**src/rtl/i4004_bus_master.sv**
```systemverilog
// i4004_bus_master
//   CPU-side initiator of the 4-bit multiplexed i4001 ROM bus. Sequences the
//   eight-phase instruction cycle A1 A2 A3 M1 M2 X1 X2 X3, drives the 12-bit
//   program counter out as three nibbles, and captures the 8-bit opcode the
//   ROM returns in M1/M2.
//
//   Optional feature: define I4004_BUS_HALT_EN to add the `halt` input, which
//   holds the block in X3 (sync high, PC frozen) for as long as it is asserted.
//
// Parameters
//   RESET_PC      PC value after reset
//   STEP_DIV      enabled CLKs per phase (>=1)
//
// Ports
//   CLK           in   system clock
//   RESET         in   asynchronous, active-high reset
//   run           in   keep issuing instruction cycles
//   phase_en      in   phase-advance qualifier
//   jump_load     in   load jump_addr into PC at X3 exit
//   jump_addr     in   [11:0] jump target
//   data_in       in   [3:0] bus value read from ROM
//   halt          in   (I4004_BUS_HALT_EN only) hold in X3
//   data_out      out  [3:0] bus value driven to ROM
//   data_oe       out  data_out drives the bus (A1..A3)
//   sync          out  high during X3
//   cm_rom        out  high during A3
//   phase         out  [2:0] 0=A1 .. 7=X3, 0 while idle
//   busy          out  not idle
//   pc            out  [11:0] current fetch address
//   opcode        out  [7:0] last fetched opcode
//   opcode_valid  out  one-CLK pulse when opcode is updated
module i4004_bus_master #(
   parameter logic [11:0] RESET_PC = 12'h000,
   parameter int unsigned STEP_DIV = 1
) (
   input  logic        CLK,
   input  logic        RESET,
   input  logic        run,
   input  logic        phase_en,
   input  logic        jump_load,
   input  logic [11:0] jump_addr,
   input  logic [3:0]  data_in,
`ifdef I4004_BUS_HALT_EN
   input  logic        halt,
`endif
   output logic [3:0]  data_out,
   output logic        data_oe,
   output logic        sync,
   output logic        cm_rom,
   output logic [2:0]  phase,
   output logic        busy,
   output logic [11:0] pc,
   output logic [7:0]  opcode,
   output logic        opcode_valid
);

   localparam int unsigned DIV_W = (STEP_DIV > 1) ? $clog2(STEP_DIV) : 1;

   // Active phases are encoded 0..7 so the low bits are the phase number;
   // bit 3 marks idle.
   localparam logic [3:0] ST_A1   = 4'd0;
   localparam logic [3:0] ST_A2   = 4'd1;
   localparam logic [3:0] ST_A3   = 4'd2;
   localparam logic [3:0] ST_M1   = 4'd3;
   localparam logic [3:0] ST_M2   = 4'd4;
   localparam logic [3:0] ST_X1   = 4'd5;
   localparam logic [3:0] ST_X2   = 4'd6;
   localparam logic [3:0] ST_X3   = 4'd7;
   localparam logic [3:0] ST_IDLE = 4'd8;

   logic [3:0]       state_q, state_d;
   logic [11:0]      pc_q, pc_d;
   logic [7:0]       opcode_q, opcode_d;
   logic             valid_q, valid_d;
   logic [DIV_W-1:0] div_q, div_d;
   logic             step;
   logic             halt_w;

`ifdef I4004_BUS_HALT_EN
   assign halt_w = halt;
`else
   assign halt_w = 1'b0;
`endif

   assign step = phase_en && (div_q == DIV_W'(STEP_DIV - 1));

   always_comb begin
      state_d  = state_q;
      pc_d     = pc_q;
      opcode_d = opcode_q;
      valid_d  = 1'b0;
      div_d    = div_q;
      if (phase_en) begin
         div_d = step ? '0 : div_q + DIV_W'(1);
      end
      if (step) begin
         case (state_q)
            ST_IDLE: if (run) state_d = ST_A1;
            ST_M1: begin
               opcode_d[7:4] = data_in;
               state_d       = ST_M2;
            end
            ST_M2: begin
               opcode_d[3:0] = data_in;
               valid_d       = 1'b1;
               state_d       = ST_X1;
            end
            ST_X3: begin
               // A halted X3 exit is simply not taken; div still clears.
               if (!halt_w) begin
                  pc_d    = jump_load ? jump_addr : pc_q + 12'd1;
                  state_d = run ? ST_A1 : ST_IDLE;
               end
            end
            default: state_d = state_q + 4'd1;
         endcase
      end
   end

   always_ff @(posedge CLK or posedge RESET) begin
      if (RESET) begin
         state_q  <= ST_IDLE;
         pc_q     <= RESET_PC;
         opcode_q <= '0;
         valid_q  <= 1'b0;
         div_q    <= '0;
      end else begin
         state_q  <= state_d;
         pc_q     <= pc_d;
         opcode_q <= opcode_d;
         valid_q  <= valid_d;
         div_q    <= div_d;
      end
   end

   // Bus outputs decode registered state only, so they are stable for the
   // whole phase and drop immediately on reset.
   always_comb begin
      data_out = '0;
      data_oe  = 1'b0;
      case (state_q)
         ST_A1: begin data_out = pc_q[3:0];  data_oe = 1'b1; end
         ST_A2: begin data_out = pc_q[7:4];  data_oe = 1'b1; end
         ST_A3: begin data_out = pc_q[11:8]; data_oe = 1'b1; end
         default: ;
      endcase
   end

   assign sync         = (state_q == ST_X3);
   assign cm_rom       = (state_q == ST_A3);
   assign busy         = !state_q[3];
   assign phase        = state_q[3] ? 3'd0 : state_q[2:0];
   assign pc           = pc_q;
   assign opcode       = opcode_q;
   assign opcode_valid = valid_q;

endmodule

```
**config.mk**
```make
export PLATFORM = sky130hd
export DESIGN_NAME = i4004_bus_master
export DESIGN_NICKNAME = d
export VERILOG_FILES = /design/src/rtl/i4004_bus_master.sv
export SDC_FILE = /design/constraint.sdc
export NUM_CORES = 1
export LEC_CHECK = 0
export ABC_AREA = 1
export ABC_CLOCK_PERIOD_IN_PS = 2600
export CAP_MARGIN = 20
export CORE_UTILIZATION = 49
export DETAILED_ROUTE_END_ITERATION = 12
export PLACE_DENSITY = 0.93
export SLEW_MARGIN = 25
export SYNTH_ARGS = -nofsm -noshare
export SYNTH_HDL_FRONTEND = slang
export SYNTH_SLANG_ARGS = --single-unit
export TNS_END_PERCENT = 20
```
**constraint.sdc**
```tcl
create_clock -name CLK -period 2.6 [get_ports CLK]
set_clock_uncertainty 0.1 [all_clocks]
set_input_delay 0.26 -clock CLK [delete_from_list [all_inputs] [get_ports CLK]]
set_output_delay 0.26 -clock CLK [all_outputs]
set_load 0.1 [all_outputs]
```
==> metrics.yaml <==
status: "finished, final reports clean"
ys_types: 26
mostFrequentLayoutCells: "67 x nand2_1, 30 x nor2_1, 29 x buf_4"
fmax_mhz: 442
top_layer: "met4"
worstPathCellList: "inv_1 > ha_1 > inv_1 > nor2_1 > nand2_1 > nand3_1 > buf_12"
die_x_um: 59.6
fin_cells: 325
grt_usage_pct: 25.2
worst_ep_arrival_time_ps: 1900
hp-class: "input pin to async pin"
synth_nets: 255
synth.yosys.warnings: 0
placed_cells: 321
crit_start: "state_q[0]"
ys_seq_elements: 26
ant_nets: 0
critical_path.endpoint_type: "output port"
wl_met2_um: 1920
rows: 20
grt_pass1_wl_um: 6670
firstDrtPassIters: 4
critical-path-top-delay-family: "simple AND/OR/NAND/NOR gates"
post_cts_buffers: 0
tightestPinTransition_ps: 542
clock_path_buffers: 2
h-tree-depth: 1
synth_flop_cell: "dfrtp_1"
dpl_cell_area_mm2: 0.00215
die_h_um: 59.6
postSynthCellCount: 229
final_common_cell: "nand2_1"
r2r_slack_ps: 910
rsz0062_at_grt: "no"
avgSynthCellArea_um2: 7.11
post-route-min-period_ps: 2260
path_depth: 7
synth-edff-count: 0
io_pins: 53
required_ps: 2240
numCtsBuffers: 3
drcViolationCount: 0
drv_slew: 0
cpMaxStageDelayCell: "dfrtp_1"
met3WireLength_um: 219
reg2reg_to: "opcode[1]"
timing.rr.start: "state_q[0]"
hold_viol: 0
start_util_pct: 52.5
wl_um: 3820
area_growth_pct: 35.4
path_buf_inv: 3
grt_max_degree: 27
gp_congestion: 0.861
cts_tree: "built"
relSlewSlack_pct: 63.8
syn_area_mm2: 0.00163
yosysSeqAreaShare_pct: 40.0
fin_area_mm2: 0.00220
crit_path_max_incr_delay_ps: 460
post_drt_wl_per_cell_um: 11.8
critPathLaunchType: "register"
worstSetupEndpoint: "data_out[1]"
io_buffers: 52
first_iter_violations: 82
core_mm2: 0.00310
antenna_cells: 0
grt_overflow_total: 0
final-setup-viol-count: 0
drt-met1-wl_um: 1620
cpMostUsedCell: "inv_1"
clk_latency_ps: 340
clkTransAtPathRegs_ps: 150
grt_pass1_vias: 1572
root_buffer: "clkbuf_4"
drv_cap: 0
holdBufCountCts: 0
worstSetupPathType: "register to output port"
nets: 308
path_max_fanout: 5
cts_resized: 0
reg2reg_depth: 6
period_share_pct: 86.9
post_route_cells_drive_above_1_share_pct: 19.6
via_count: 1666
antenna_found_initial: 0
dieArea_mm2: 0.00356
async_flop_share_pct: 100
cts_num_sinks: 26
hpwl_um: 2970
viasPerCell: 5.13
==> cell type report <==
cell class | instances | area, µm²
fillers | 272 | 900
well taps | 44 | 55.1
inverters | 28 | 105
flip-flops and latches | 26 | 652
repair buffers | 53 | 498
clock inverters | 1 | 30.0
multi-input cells | 170 | 841
clock buffers | 3 | 22.5
==> stage by stage <==
step                worst slack [ps]  hold WS, ps  utilization, %  TNS (ps)
finish                           340          153            71.0         0
global route                     177          202            71.0         0
CTS                              342          163            71.0         0
detailed placement               668          383            69.3         0
global placement                 740          364            69.3         0
floorplan                       -152          199               -      -152
==> worst min-delay path, stage by stage <==
cell and delay, ps:
clkdlybuf4s50_1 400, inv_1 50, buf_4 310
==> cells in the mapped netlist (2+ instances only) <==
master    count  area (µm²)
a21oi_1      11        55.1
a31oi_1       3        18.8
buf_2         3        15.0
buf_6         2        22.5
dfrtp_1      25         626
ha_1          5        62.6
inv_1        24        90.1
inv_2         4        15.0
nand2_1      67         251
nand3_1      18        90.1
nand3b_1      3        22.5
nor2_1       31         116
nor2_2        6        37.5
o21ai_0      13        65.1
o21ai_1       3        15.0
==> state kept, by name, indices dropped and copies added, names as in the netlist <==
| register | flops |
|---|---|
| pc | 12 |
| opcode | 8 |
| state_q | 4 |
| div_q | 1 |
| opcode_valid | 1 |
==> how the worst min path moves through the flow <==
stage | startpoint | to | slack [ps] | depth (start not counted)
floorplan | RESET | div_q | 200 | 1
global placement | div_q | div_q | 360 | 2
detailed placement | div_q | div_q | 380 | 2
CTS | RESET | pc[3] | 160 | 3
global route | RESET | state_q[2] | 200 | 3
finish | RESET | pc[7] | 150 | 3
==> cells by family after synthesis <==
family | after synthesis | synth area share (%)
and+or+nand+nor | 130 | 35.2
DFF | 26 | 40.0
adders and majority gates | 5 | 3.84
AOI/OAI and AO/OA | 34 | 11.6
buffers and inverters | 33 | 8.76
xor gates and xnor gates | 1 | 0.538
==> per-layer routing <==
layer | up-vias | track usage, %
li1 | 834 | -
met1 | 770 | 32.3
met2 | 55 | 42.7
met3 | 7 | 3.06
met4 | 0 | 11.3
met5 | - | 0
Power is not shown: default switching activity piles up to over one toggle a cycle in this logic, so the estimate is an artifact.
